**config.mk**
```make
export PLATFORM = sky130hd
export DESIGN_NAME = bsg_bp_mmio_responder
export DESIGN_NICKNAME = d
export VERILOG_FILES = /design/src/rtl/bsg_bp_mmio_responder_pkg.sv /design/src/rtl/bsg_bp_mmio_wmask.sv /design/src/rtl/bsg_bp_mmio_responder.sv
export SDC_FILE = /design/constraint.sdc
export NUM_CORES = 1
export LEC_CHECK = 0
export CAP_MARGIN = 20
export CORE_AREA = 2 2 302 304
export CTS_BUF_LIST = sky130_fd_sc_hd__clkbuf_4
export CTS_CLUSTER_SIZE = 25
export DETAILED_ROUTE_END_ITERATION = 8
export DIE_AREA = 0 0 304 306
export SYNTH_ARGS = -nofsm -noshare
export SYNTH_HDL_FRONTEND = slang
export SYNTH_SLANG_ARGS = --single-unit
```
**constraint.sdc**
```tcl
create_clock -name clk_i -period 6.7 [get_ports clk_i]
set_input_delay 1.34 -clock clk_i [delete_from_list [all_inputs] [get_ports clk_i]]
set_output_delay 1.34 -clock clk_i [all_outputs]
set_load 0.05 [all_outputs]
```
**src/rtl/bsg_bp_mmio_responder_pkg.sv**
```systemverilog
// Shared types for the MMIO responder: BedRock message types, size codes, FSM states.
package bsg_bp_mmio_responder_pkg;

  typedef enum logic [3:0] {
    e_bedrock_mem_rd    = 4'd0,
    e_bedrock_mem_wr    = 4'd1,
    e_bedrock_mem_uc_rd = 4'd2,
    e_bedrock_mem_uc_wr = 4'd3
  } bp_mem_msg_e;

  localparam logic [2:0] e_size_1 = 3'd0;
  localparam logic [2:0] e_size_2 = 3'd1;
  localparam logic [2:0] e_size_4 = 3'd2;
  localparam logic [2:0] e_size_8 = 3'd3;

  typedef enum logic {
    e_idle,
    e_resp
  } mmio_state_e;

endpackage

```
**src/rtl/bsg_bp_mmio_wmask.sv**
```systemverilog
// Byte-enable mask for a size/offset pair; flags misaligned or illegal sizes.
module bsg_bp_mmio_wmask
  import bsg_bp_mmio_responder_pkg::*;
(
  input  logic [2:0] size_i,
  input  logic [2:0] offset_i,
  output logic [7:0] mask_o,
  output logic       misalign_o
);

  logic [7:0] base_mask;

  always_comb begin
    base_mask  = '0;
    misalign_o = 1'b0;
    case (size_i)
      e_size_1: base_mask = 8'h01;
      e_size_2: begin
        base_mask  = 8'h03;
        misalign_o = offset_i[0];
      end
      e_size_4: begin
        base_mask  = 8'h0F;
        misalign_o = |offset_i[1:0];
      end
      e_size_8: begin
        base_mask  = 8'hFF;
        misalign_o = |offset_i;
      end
      // Sizes 4..7 are illegal: no bytes enabled, reported as an error.
      default: misalign_o = 1'b1;
    endcase
    mask_o = base_mask << offset_i;
  end

endmodule

```
**src/rtl/bsg_bp_mmio_responder.sv**
```systemverilog
// Single-outstanding MMIO register file responder: accepts one command, answers
// it one cycle later, and waits for resp_yumi_i before accepting another.
module bsg_bp_mmio_responder
  import bsg_bp_mmio_responder_pkg::*;
#(
  parameter int els_p           = 8,
  parameter     base_addr_p     = 40'h0010_0000,
  parameter int paddr_width_p   = 40,
  parameter int payload_width_p = 16
) (
  input  logic                       clk_i,
  input  logic                       reset_n_i,
  input  logic                       cmd_v_i,
  output logic                       cmd_ready_o,
  input  logic [3:0]                 cmd_msg_type_i,
  input  logic [paddr_width_p-1:0]   cmd_addr_i,
  input  logic [2:0]                 cmd_size_i,
  input  logic [payload_width_p-1:0] cmd_payload_i,
  input  logic [63:0]                cmd_data_i,
  output logic                       resp_v_o,
  input  logic                       resp_yumi_i,
  output logic [3:0]                 resp_msg_type_o,
  output logic [paddr_width_p-1:0]   resp_addr_o,
  output logic [2:0]                 resp_size_o,
  output logic [payload_width_p-1:0] resp_payload_o,
  output logic [63:0]                resp_data_o,
  output logic [els_p*64-1:0]        regs_o,
  output logic [7:0]                 err_count_o
);

  localparam int idx_w = (els_p > 1) ? $clog2(els_p) : 1;
  localparam logic [paddr_width_p-1:0] base_lp   = paddr_width_p'(base_addr_p);
  localparam logic [paddr_width_p-1:0] window_lp = paddr_width_p'(els_p * 8);

  mmio_state_e                state_q, state_d;
  logic                       live_q;
  logic [els_p*64-1:0]        regs_q, regs_d;
  logic [7:0]                 err_q, err_d;
  logic [3:0]                 resp_msg_type_q, resp_msg_type_d;
  logic [paddr_width_p-1:0]   resp_addr_q, resp_addr_d;
  logic [2:0]                 resp_size_q, resp_size_d;
  logic [payload_width_p-1:0] resp_payload_q, resp_payload_d;
  logic [63:0]                resp_data_q, resp_data_d;

  logic [paddr_width_p-1:0] diff;
  logic [idx_w-1:0]         idx;
  logic [2:0]               offset;
  logic [7:0]               wmask;
  logic                     misalign, in_window, type_ok, is_write, err, accept;
  logic [63:0]              cur_reg, wdata, rmask;
  int unsigned              reg_lsb;

  bsg_bp_mmio_wmask wmask_u (
    .size_i    (cmd_size_i),
    .offset_i  (offset),
    .mask_o    (wmask),
    .misalign_o(misalign)
  );

  assign cmd_ready_o = (state_q == e_idle) && live_q;
  assign accept      = cmd_v_i && cmd_ready_o;

  always_comb begin
    offset    = cmd_addr_i[2:0];
    diff      = cmd_addr_i - base_lp;
    in_window = (cmd_addr_i >= base_lp) && (diff < window_lp);
    idx       = diff[idx_w+2:3];
    reg_lsb   = 32'(idx) << 6;
    cur_reg   = regs_q[reg_lsb +: 64];
    type_ok   = (cmd_msg_type_i <= 4'd3);
    is_write  = (cmd_msg_type_i == e_bedrock_mem_wr) || (cmd_msg_type_i == e_bedrock_mem_uc_wr);
    err       = !in_window || misalign || cmd_size_i[2] || !type_ok;
    wdata     = cmd_data_i << {offset, 3'b000};
    case (cmd_size_i)
      e_size_1: rmask = 64'h0000_0000_0000_00FF;
      e_size_2: rmask = 64'h0000_0000_0000_FFFF;
      e_size_4: rmask = 64'h0000_0000_FFFF_FFFF;
      default:  rmask = '1;
    endcase
  end

  always_comb begin
    state_d         = state_q;
    regs_d          = regs_q;
    err_d           = err_q;
    resp_msg_type_d = resp_msg_type_q;
    resp_addr_d     = resp_addr_q;
    resp_size_d     = resp_size_q;
    resp_payload_d  = resp_payload_q;
    resp_data_d     = resp_data_q;
    case (state_q)
      e_idle: if (accept) begin
        state_d         = e_resp;
        resp_msg_type_d = cmd_msg_type_i;
        resp_addr_d     = cmd_addr_i;
        resp_size_d     = cmd_size_i;
        resp_payload_d  = cmd_payload_i;
        resp_data_d     = '0;
        if (err) begin
          if (err_q != 8'hFF) err_d = err_q + 8'd1;
        end else if (is_write) begin
          for (int unsigned b = 0; b < 8; b++)
            if (wmask[b]) regs_d[reg_lsb + 8*b +: 8] = wdata[8*b +: 8];
        end else begin
          resp_data_d = (cur_reg >> {offset, 3'b000}) & rmask;
        end
      end
      e_resp: if (resp_yumi_i) state_d = e_idle;
      default: state_d = e_idle;
    endcase
  end

  // live_q keeps cmd_ready_o low until the first edge after reset release.
  always_ff @(posedge clk_i or negedge reset_n_i) begin
    if (!reset_n_i) begin
      state_q         <= e_idle;
      live_q          <= 1'b0;
      regs_q          <= '0;
      err_q           <= '0;
      resp_msg_type_q <= '0;
      resp_addr_q     <= '0;
      resp_size_q     <= '0;
      resp_payload_q  <= '0;
      resp_data_q     <= '0;
    end else begin
      state_q         <= state_d;
      live_q          <= 1'b1;
      regs_q          <= regs_d;
      err_q           <= err_d;
      resp_msg_type_q <= resp_msg_type_d;
      resp_addr_q     <= resp_addr_d;
      resp_size_q     <= resp_size_d;
      resp_payload_q  <= resp_payload_d;
      resp_data_q     <= resp_data_d;
    end
  end

  assign resp_v_o        = (state_q == e_resp);
  assign resp_msg_type_o = resp_msg_type_q;
  assign resp_addr_o     = resp_addr_q;
  assign resp_size_o     = resp_size_q;
  assign resp_payload_o  = resp_payload_q;
  assign resp_data_o     = resp_data_q;
  assign regs_o          = regs_q;
  assign err_count_o     = err_q;

endmodule

```
==> flow_metrics.env <==
export IMPL_synthAdderAreaFrac_pct=0.266
export IMPL_stdcell_count=5137
export IMPL_avgRoutedWirePerCell_um=29.8
export IMPL_synth_edf_count=0
export IMPL_dp_hpwl_um=116000
export IMPL_place_congestion=0.924
export IMPL_vias_per_cell=5.58
export IMPL_synth_mux_area_share_pct=28.0
export IMPL_cts_sinks=649
export IMPL_power_density_nw_per_um2=208
export IMPL_rows=110
export IMPL_synth_cell_type_count=64
export IMPL_path_max_fanout=8
export IMPL_worst_pin_slew_ns=1.13
export IMPL_globalRouteTotalUtil_pct=32.4
export IMPL_status="complete, no violations"
export IMPL_setup_violations=0
export IMPL_synthArstFlopShare_pct=100
export IMPL_firstDrtPassIters=5
export IMPL_timing_fmax_mhz=213
export IMPL_wirelength_um=153000
export IMPL_drive_above_1_share_pct=24.6
export IMPL_reg2reg_from="resp_v_o"
export IMPL_syn_area_um2=32900
export IMPL_gr_usage_met2_pct=53.4
export IMPL_grt_pass1_wl_um=217000
export IMPL_crit_path_start_kind="input pin"
export IMPL_seq_area_um2=16200
export IMPL_syn_inst=2959
export IMPL_fp_dieH_um=306
export IMPL_cts_tree="yes"
export IMPL_leakage_uw=0.0202
export IMPL_ctsHoldBuffers=0
export IMPL_synth_area_leader_cell="dfrtp_1"
export IMPL_fillers=8333
export IMPL_post_cts_resized=0
export IMPL_fin_crit_sh_pct=70.1
export IMPL_syn_num_nets=3097
export IMPL_nNetsFinal=3940
export IMPL_ys_warn_count=0
export IMPL_clock_path_buffers=3
export IMPL_multi_input_area_um2=16000
export IMPL_worstPathCellList="clkdlybuf4s50_1, nor4_1, o2111ai_1, or4_1, nor4_2, nand2_1, mux2_1"
export IMPL_reg2reg_to="regs_o[300]"
export IMPL_core_um2=89600
export IMPL_dieArea_um2=93000
export IMPL_clk_pin_slew_ns=0.07
export IMPL_crit_arrival_ns=5.67
export IMPL_synth_top_cell_area_share_pct=49.3
export IMPL_cts_root_buf="clkbuf_4"
export IMPL_ys_ff_latch=649
export IMPL_hold_viol=0
export IMPL_final_area_um2=44500
export IMPL_syn_to_final_growth_pct=35.0
export IMPL_post_cts_buffers=0
export IMPL_syn_avg_cell_area_um2=11.1
export IMPL_grt_max_degree=158
export IMPL_ys_top_cells_by_area="dfrtp_1 (49%), mux2_2 (16%), mux4_2 (6.2%)"
export IMPL_finClkSkew_ns=0.0559
export IMPL_critPathKind="in2reg"
export IMPL_hold_ws_ns=0.279
export IMPL_dp_cells=4791
export IMPL_cap_viol_max_count=0
export IMPL_critPathBufInv=1
export IMPL_io_pins=780
export IMPL_synth_xor_area_share_pct=0.186
export IMPL_cp_slowest_cell="or4_1"
export IMPL_synth_top_family_by_area="multiplexers"
export IMPL_grt_use_met3_pct=10.3
export IMPL_rrSetupSlack_ns=3.00
export IMPL_drc_errors=0
export IMPL_crit_path_end_kind="flip-flop"
export IMPL_drtIter0Drc=2405
export IMPL_num_vias=28689
export IMPL_ir_drop_mv=0.144
export IMPL_first_global_vias=28772
export IMPL_synth_compound_area_share_pct=7.38
export IMPL_grt_busiest_layer="met2"
export IMPL_yosysSeqAreaShare_pct=49.3
export IMPL_dpl_instance_area_um2=42000
export IMPL_grt_overflow=0
export IMPL_fin_ws_ns=2.01
export IMPL_rsz0062_at_grt="no"
export IMPL_cts_made_buffers=184
export IMPL_start_util_pct=36.8
export IMPL_io_buffers=779
export IMPL_max_stage_delay_ns=0.95
export IMPL_antenna_found_initial=25
export IMPL_synth_flop_cell="dfrtp_1"
export IMPL_synthTopCellsByCount="dfrtp_1 (649), nand2_1 (504), mux2_2 (465)"
export IMPL_postRouteAntennaNets=0
export IMPL_yosys_area_share_simple_pct=12.7
export IMPL_required_ns=7.68
export IMPL_htree_levels=4
export IMPL_dpl_worst_slack_ns=0.892
export IMPL_min_period_ns=4.69
export IMPL_maxSlewViolCount=0
export IMPL_hp_class="in2async"
export IMPL_worst_slew_margin_rel_pct=22.3
export IMPL_startpoint="cmd_addr_i[31]"
export IMPL_die_x_um=304
export IMPL_yosysMostFrequentCell="dfrtp_1"
export IMPL_met1_usage_pct=39.8
export IMPL_clk_latency_ns=1.14
export IMPL_tns_ns=0
export IMPL_r2r_cells=6
export IMPL_crit_family="simple AND/OR/NAND/NOR gates"
## metal layers
layer / up-vias / share of wire [%]
met2: 1229 / 48
met5: - / 0.11
met1: 14708 / 40
met3: 265 / 8.1
met4: 26 / 3.6
li1: 12461 / -
## cells by family (layout without fill, tap and decap cells)
group | after synthesis | count (layout)
xor+xnor | 7 | 7
buf+inv | 189 | 1176
mux | 750 | 750
other cells | 1 | 16
flops | 649 | 649
fa+ha+maj | 7 | 7
compound gates | 378 | 378
simple gates | 978 | 978
## cell type report
cell class | instances | area share (%)
Clock buffer | 289 | 4.88
Antenna cell | 15 | 0.0844
Timing Repair Buffer | 830 | 18.6
Clock inverter | 41 | 0.529
Multi-Input combinational cell | 2121 | 36.0
Tap cell | 1176 | 3.31
Sequential cell | 649 | 36.5
Inverter | 16 | 0.135
## through the flow
step | utilization (%) | power [µW]
after floorplan | - | 4870
after global placement | 46.9 | 5490
after detailed placement | 46.9 | 5500
after CTS | 49.6 | 9340
after global routing | 49.6 | 9650
final | 49.6 | 9260
## layout by cell type, fill, tap and decap left out, drive strengths merged, types with 5 or more instances in the layout
cell / n
clkdlybuf4s50: 772
dfrtp: 649
nand2: 504
mux2: 468
nor2: 302
clkbuf: 290
mux2i: 192
o21ai: 128
mux4: 90
a21oi: 73
buf: 57
o22ai: 47
a22oi: 34
nor3: 34
clkinv: 33
nand3: 18
nand4: 18
inv: 18
diode: 15
nor2b: 14
and3: 14
a211oi: 13
nand2b: 13
nand3b: 12
nor4: 11
or4: 10
a22o: 10
a31oi: 9
a221oi: 9
and2: 8
or3: 8
a21o: 7
a2bb2oi: 7
ha: 7
o221ai: 6
o32a: 6
o31a: 6
a31o: 6
xnor2: 5
nor4b: 5
## report_power, final
part           total (µW)  switching (µW)  internal [µW]  leakage, µW
combinational        1360             951            409      0.00981
sequential           4070            60.4           4010      0.00892
clock                3840            1810           2020      0.00143
## worst max-delay path by stage
stage | depth (start not counted) | end | slack [ns]
after global placement | 7 | regs_o[382] | 0.93
after floorplan | 12 | regs_o[259] | 2.11
after CTS | 7 | regs_o[382] | 2.13
final | 7 | regs_o[382] | 2.01
after detailed placement | 7 | regs_o[382] | 0.89
after global routing | 7 | regs_o[382] | 1.92
## flip-flops by register name (all words and copies together), names as in the netlist
name / count
err_count_o: 8
resp_size_o: 3
resp_v_o: 1
resp_msg_type_o: 4
regs_o: 512
resp_data_o: 64
resp_payload_o: 16
live_q: 1
resp_addr_o: 40
(Power assumes the default switching activity.)
